`src/rtl/truth_table_pkg.sv`:
```
// Shared types and sizes for the 5-input truth-table scanner.
package truth_table_pkg;

  localparam int N_IN   = 5;
  localparam int N_IDX  = 32;
  localparam int ONES_W = 6;

  typedef enum logic [1:0] {
    ST_IDLE   = 2'd0,
    ST_SETTLE = 2'd1,
    ST_SAMPLE = 2'd2,
    ST_DONE   = 2'd3
  } state_t;

endpackage

```
`src/rtl/truth_table_scanner.sv`:
```
// Walks all 32 input patterns of a 5-input function, waits SETTLE cycles per
// pattern, then captures F into a truth table and counts the minterms.
//
// state     | meaning
// ----------+-------------------------------------------------------------
// ST_IDLE   | waiting for start, A-E held at 0
// ST_SETTLE | pattern idx driven, counting down the settle window
// ST_SAMPLE | one cycle; closing edge captures F into tbl[idx]
// ST_DONE   | one-cycle done pulse, results frozen
module truth_table_scanner
  import truth_table_pkg::*;
#(
  parameter int unsigned SETTLE = 1
) (
  input  logic              clk,
  input  logic              rst,
  input  logic              start,
  input  logic              F,
  output logic              A,
  output logic              B,
  output logic              C,
  output logic              D,
  output logic              E,
  output logic              busy,
  output logic              done,
  output logic [N_IDX-1:0]  tbl,
  output logic [ONES_W-1:0] ones
);

  localparam logic             BYPASS    = (SETTLE == 0);
  localparam int unsigned      SETTLE_M1 = (SETTLE > 0) ? SETTLE - 1 : 0;
  localparam logic [3:0]       CNT_LOAD  = 4'(SETTLE_M1);
  localparam logic [N_IN-1:0]  IDX_LAST  = N_IN'(N_IDX - 1);

  state_t             state_q, state_d;
  logic [N_IN-1:0]    idx_q, idx_d;
  logic [3:0]         cnt_q, cnt_d;
  logic [N_IDX-1:0]   tbl_q, tbl_d;
  logic [ONES_W-1:0]  ones_q, ones_d;
  logic               busy_q, busy_d;
  logic               done_q, done_d;

  always_ff @(posedge clk) begin
    if (rst) begin
      state_q <= ST_IDLE;
      idx_q   <= '0;
      cnt_q   <= '0;
      tbl_q   <= '0;
      ones_q  <= '0;
      busy_q  <= 1'b0;
      done_q  <= 1'b0;
    end else begin
      state_q <= state_d;
      idx_q   <= idx_d;
      cnt_q   <= cnt_d;
      tbl_q   <= tbl_d;
      ones_q  <= ones_d;
      busy_q  <= busy_d;
      done_q  <= done_d;
    end
  end

  always_comb begin
    state_d = state_q;
    case (state_q)
      ST_IDLE:   if (start) state_d = BYPASS ? ST_SAMPLE : ST_SETTLE;
      ST_SETTLE: if (cnt_q == 4'd0) state_d = ST_SAMPLE;
      ST_SAMPLE: begin
        if (idx_q == IDX_LAST) state_d = ST_DONE;
        else                   state_d = BYPASS ? ST_SAMPLE : ST_SETTLE;
      end
      ST_DONE:   state_d = ST_IDLE;
      default:   state_d = ST_IDLE;
    endcase
  end

  // Index, settle timer and result accumulation.
  always_comb begin
    idx_d  = idx_q;
    cnt_d  = cnt_q;
    tbl_d  = tbl_q;
    ones_d = ones_q;
    case (state_q)
      ST_IDLE: begin
        if (start) begin
          idx_d  = '0;
          cnt_d  = CNT_LOAD;
          tbl_d  = '0;
          ones_d = '0;
        end
      end
      ST_SETTLE: begin
        if (cnt_q != 4'd0) cnt_d = cnt_q - 4'd1;
      end
      ST_SAMPLE: begin
        tbl_d[idx_q] = F;
        ones_d       = ones_q + ONES_W'(F);
        if (idx_q != IDX_LAST) begin
          idx_d = idx_q + N_IN'(1);
          cnt_d = CNT_LOAD;
        end
      end
      ST_DONE: idx_d = '0;
      default: idx_d = '0;
    endcase
  end

  always_comb begin
    busy_d = (state_d == ST_SETTLE) || (state_d == ST_SAMPLE);
    done_d = (state_d == ST_DONE);
  end

  // idx_q is itself a flop, so A-E are registered and only change on index steps.
  assign {A, B, C, D, E} = idx_q;
  assign busy = busy_q;
  assign done = done_q;
  assign tbl  = tbl_q;
  assign ones = ones_q;

endmodule

```
`config.mk`:
```
export PLATFORM = sky130hd
export DESIGN_NAME = truth_table_scanner
export DESIGN_NICKNAME = d
export VERILOG_FILES = /design/src/rtl/truth_table_pkg.sv /design/src/rtl/truth_table_scanner.sv
export SDC_FILE = /design/constraint.sdc
export NUM_CORES = 1
export LEC_CHECK = 0
export CAP_MARGIN = 20
export CORE_MARGIN = 2
export CORE_UTILIZATION = 45
export CTS_CLUSTER_DIAMETER = 100
export DETAILED_ROUTE_END_ITERATION = 8
export GPL_TIMING_DRIVEN = 0
export PLACE_DENSITY = 0.69
export SETUP_SLACK_MARGIN = 0.2
export SLEW_MARGIN = 10
export SYNTH_ARGS = -nofsm -noshare
export SYNTH_HDL_FRONTEND = slang
export SYNTH_SLANG_ARGS = --single-unit
export TNS_END_PERCENT = 50
```
`constraint.sdc`:
```
create_clock -name clk -period 2.8 [get_ports clk]
set_input_delay 0.7 -clock clk [delete_from_list [all_inputs] [get_ports clk]]
set_output_delay 0.7 -clock clk [all_outputs]
set_load 0.01 [all_outputs]
```
==> metrics <==
worst hold-check path type register to register; Layout area overhead 25.7%; reg2reg end cnt_q[3]; CP Launch Type input pin; Slew Limit Fails 0; postcts setup bufs 0; maximum number of pins on one net before global-route repair 15; CTS Buf Count 5; post-layout util a little under 60%; worst hold stages 2; core footprint approximately 5500 um^2; most frequent cells in the layout dfxtp_1 (51), clkdlybuf4s50_1 (47), a21oi_1 (40), inv_1 (36), o32ai_1 (32); CTS tree done; Power Density 419 nW/um^2; # H-tree levels 2; top cell type's share of synthesized area between 30% and 40%; Main synth FF type dfxtp_1; Yosys top cell by area dfxtp_1; critical path class input pin to register; global-route wire length before repair approximately 10 mm; setup TNS 0 ns; Worst-Margin Slew roughly 0.62 ns; hpwl dp about 4.4 mm; CTS max path bufs 2; Sinks on Clock Net 51; final setup fails 0; share of cells above drive strength 1 7.65%; outcome completed; multi-input logic area between 1000 and 1500 um^2; gpl congestion between 0.8 and 0.9; total power 1360 uW; Worst-path clk slew 0.09 ns; vias per inst 5.42; Synth Area per Inst 8.26 um^2; top post-synthesis cells by area dfxtp_1 (40%), o32ai_1 (11%), a21oi_1 (7.8%); max cap viols 0; Mapped Area 2580 um^2; DRT Wirelength 6.11 mm; post_cts resized 0; max frequency between 400 and 500 MHz; fraction of registers with async set/reset 0%; synth unique cells 35; Tmin final about 2.3 ns; RSZ-0062 raised after global routing false; FF+latch area 1020 um^2; router iterations before antenna repair 4; leakage power 0.00107 uW; Std-Cell Rows 27; Ports slightly below 50; CTS Hold Bufs 0; Final nets 380; Worst R2R Setup Slack about 0.80 ns; Ys Warns 0; Initial DRC Count 216; Avg WL per Cell 13.9 um; max_slew headroom between 50% and 60%; Die Y between 70 and 80 um; Hold Crit Start tbl[5]; Clock Latency Late Sink 0.30 ns; Die Wd 79.7 um; Starting Density 46.8%; FF+latch count, synth 51; Port Buffers 47; Min Hold Slack roughly 0.47 ns; Post-Synthesis Cells roughly 310; # DRC 0; Req. time, crit path ~3 ns; Inst Count DP 431; Post-Syn Nets approximately 330; hold endpoint tbl[5]; crit-path max FO 5; fillcell total 524; vias in the first global route 2,202; Worst Setup End Kind register; n_diodes 0; area of the die 6350 um^2; clock skew 0.00625 ns; r2r startpoint idx_q[1]; sequential area share after synthesis 39.6%; commonest non-fill, non-tap cell in the layout dfxtp_1; Cell Count, Final, Fillers Out 438; Post-synth EDFFs 0; Root Buffer clkbuf_8; Worst EP arrival 2.48 ns; all-layer global routing usage between 20% and 30%; Final Hold Viols 0; Worst VDD drop between 150 and 200 uV; Reg2Reg Depth 8; final period utilization between 80% and 90%; routed vias 2,376; initial antenna violation count 0; ANT nets after route 0; global route overflow 0
## cells in the mapped netlist, types with 2 or more instances
cell	number
a21o_1	2
a21oi_1	40
a22oi_1	4
a31oi_1	2
and3_1	2
buf_2	13
clkbuf_1	6
dfxtp_1	51
ha_1	10
inv_1	36
nand2_1	29
nand2b_1	4
nand3_1	23
nand3_4	4
nand3b_1	4
nor2_1	13
nor2b_1	13
nor3_1	3
o21ai_0	3
o21ai_1	2
o32ai_1	32
or3_1	3
## routing by layer
metal	track usage (%)	vias to the layer above	share of wire (%)
met5	0	-	0
met4	7.07	0	1.1
met3	2.94	7	5.0
met2	35.4	69	49
met1	27.5	1090	45
li1	-	1210	-
## power by group
group | internal (uW) | switching, uW
combinational | 46.5 | 88.4
sequential | 730 | 3.32
clock | 262 | 229
## sequential cells by signal, indices dropped and copies added, names as in the netlist
signal / count
busy: 1
cnt_q: 4
done: 1
idx_q: 5
ones: 6
state_q: 2
tbl: 32
## critical path: stages
cell             delay, ns
clkdlybuf4s50_1       0.72
ha_1                  0.26
and3_1                0.21
nand3_1               0.12
or3_1                 0.32
a31oi_1               0.15
## kinds of logic after synthesis
group | share of synthesized area (%)
mux | 0.388
buf+inv | 9.51
compound gates | 23.0
fa+ha+maj | 4.85
simple gates | 22.7
flops | 39.6
## how the worst max path moves through the flow
stage / end / slack (ns) / cells after the start / from
floorplan: cnt_q[3] / 0.98 / 8 / idx_q[1]
global placement: ones[5] / 0.25 / 6 / F
detailed placement: ones[5] / 0.24 / 6 / F
CTS: ones[5] / 0.56 / 6 / F
global route: ones[5] / 0.47 / 6 / F
finish: ones[5] / 0.55 / 6 / F
## per-stage QoR
stage / worst slack, ns / area, um^2
after floorplan: 0.978 / 2580
after global placement: 0.248 / 3140
after detailed placement: 0.237 / 3140
after CTS: 0.564 / 3240
after global routing: 0.465 / 3240
final: 0.548 / 3240
## layout make-up
| type | count | area share (%) |
|---|---|---|
| Inverter | 37 | 4.29 |
| Tap cell | 72 | 2.78 |
| Clock inverter | 1 | 0.927 |
| Sequential cell | 51 | 31.5 |
| Buffer | 21 | 3.28 |
| Multi-Input combinational cell | 203 | 40.5 |
| Timing Repair Buffer | 47 | 14.5 |
| Clock buffer | 6 | 2.24 |
No activity file was read; power rests on OpenSTA's default activity.
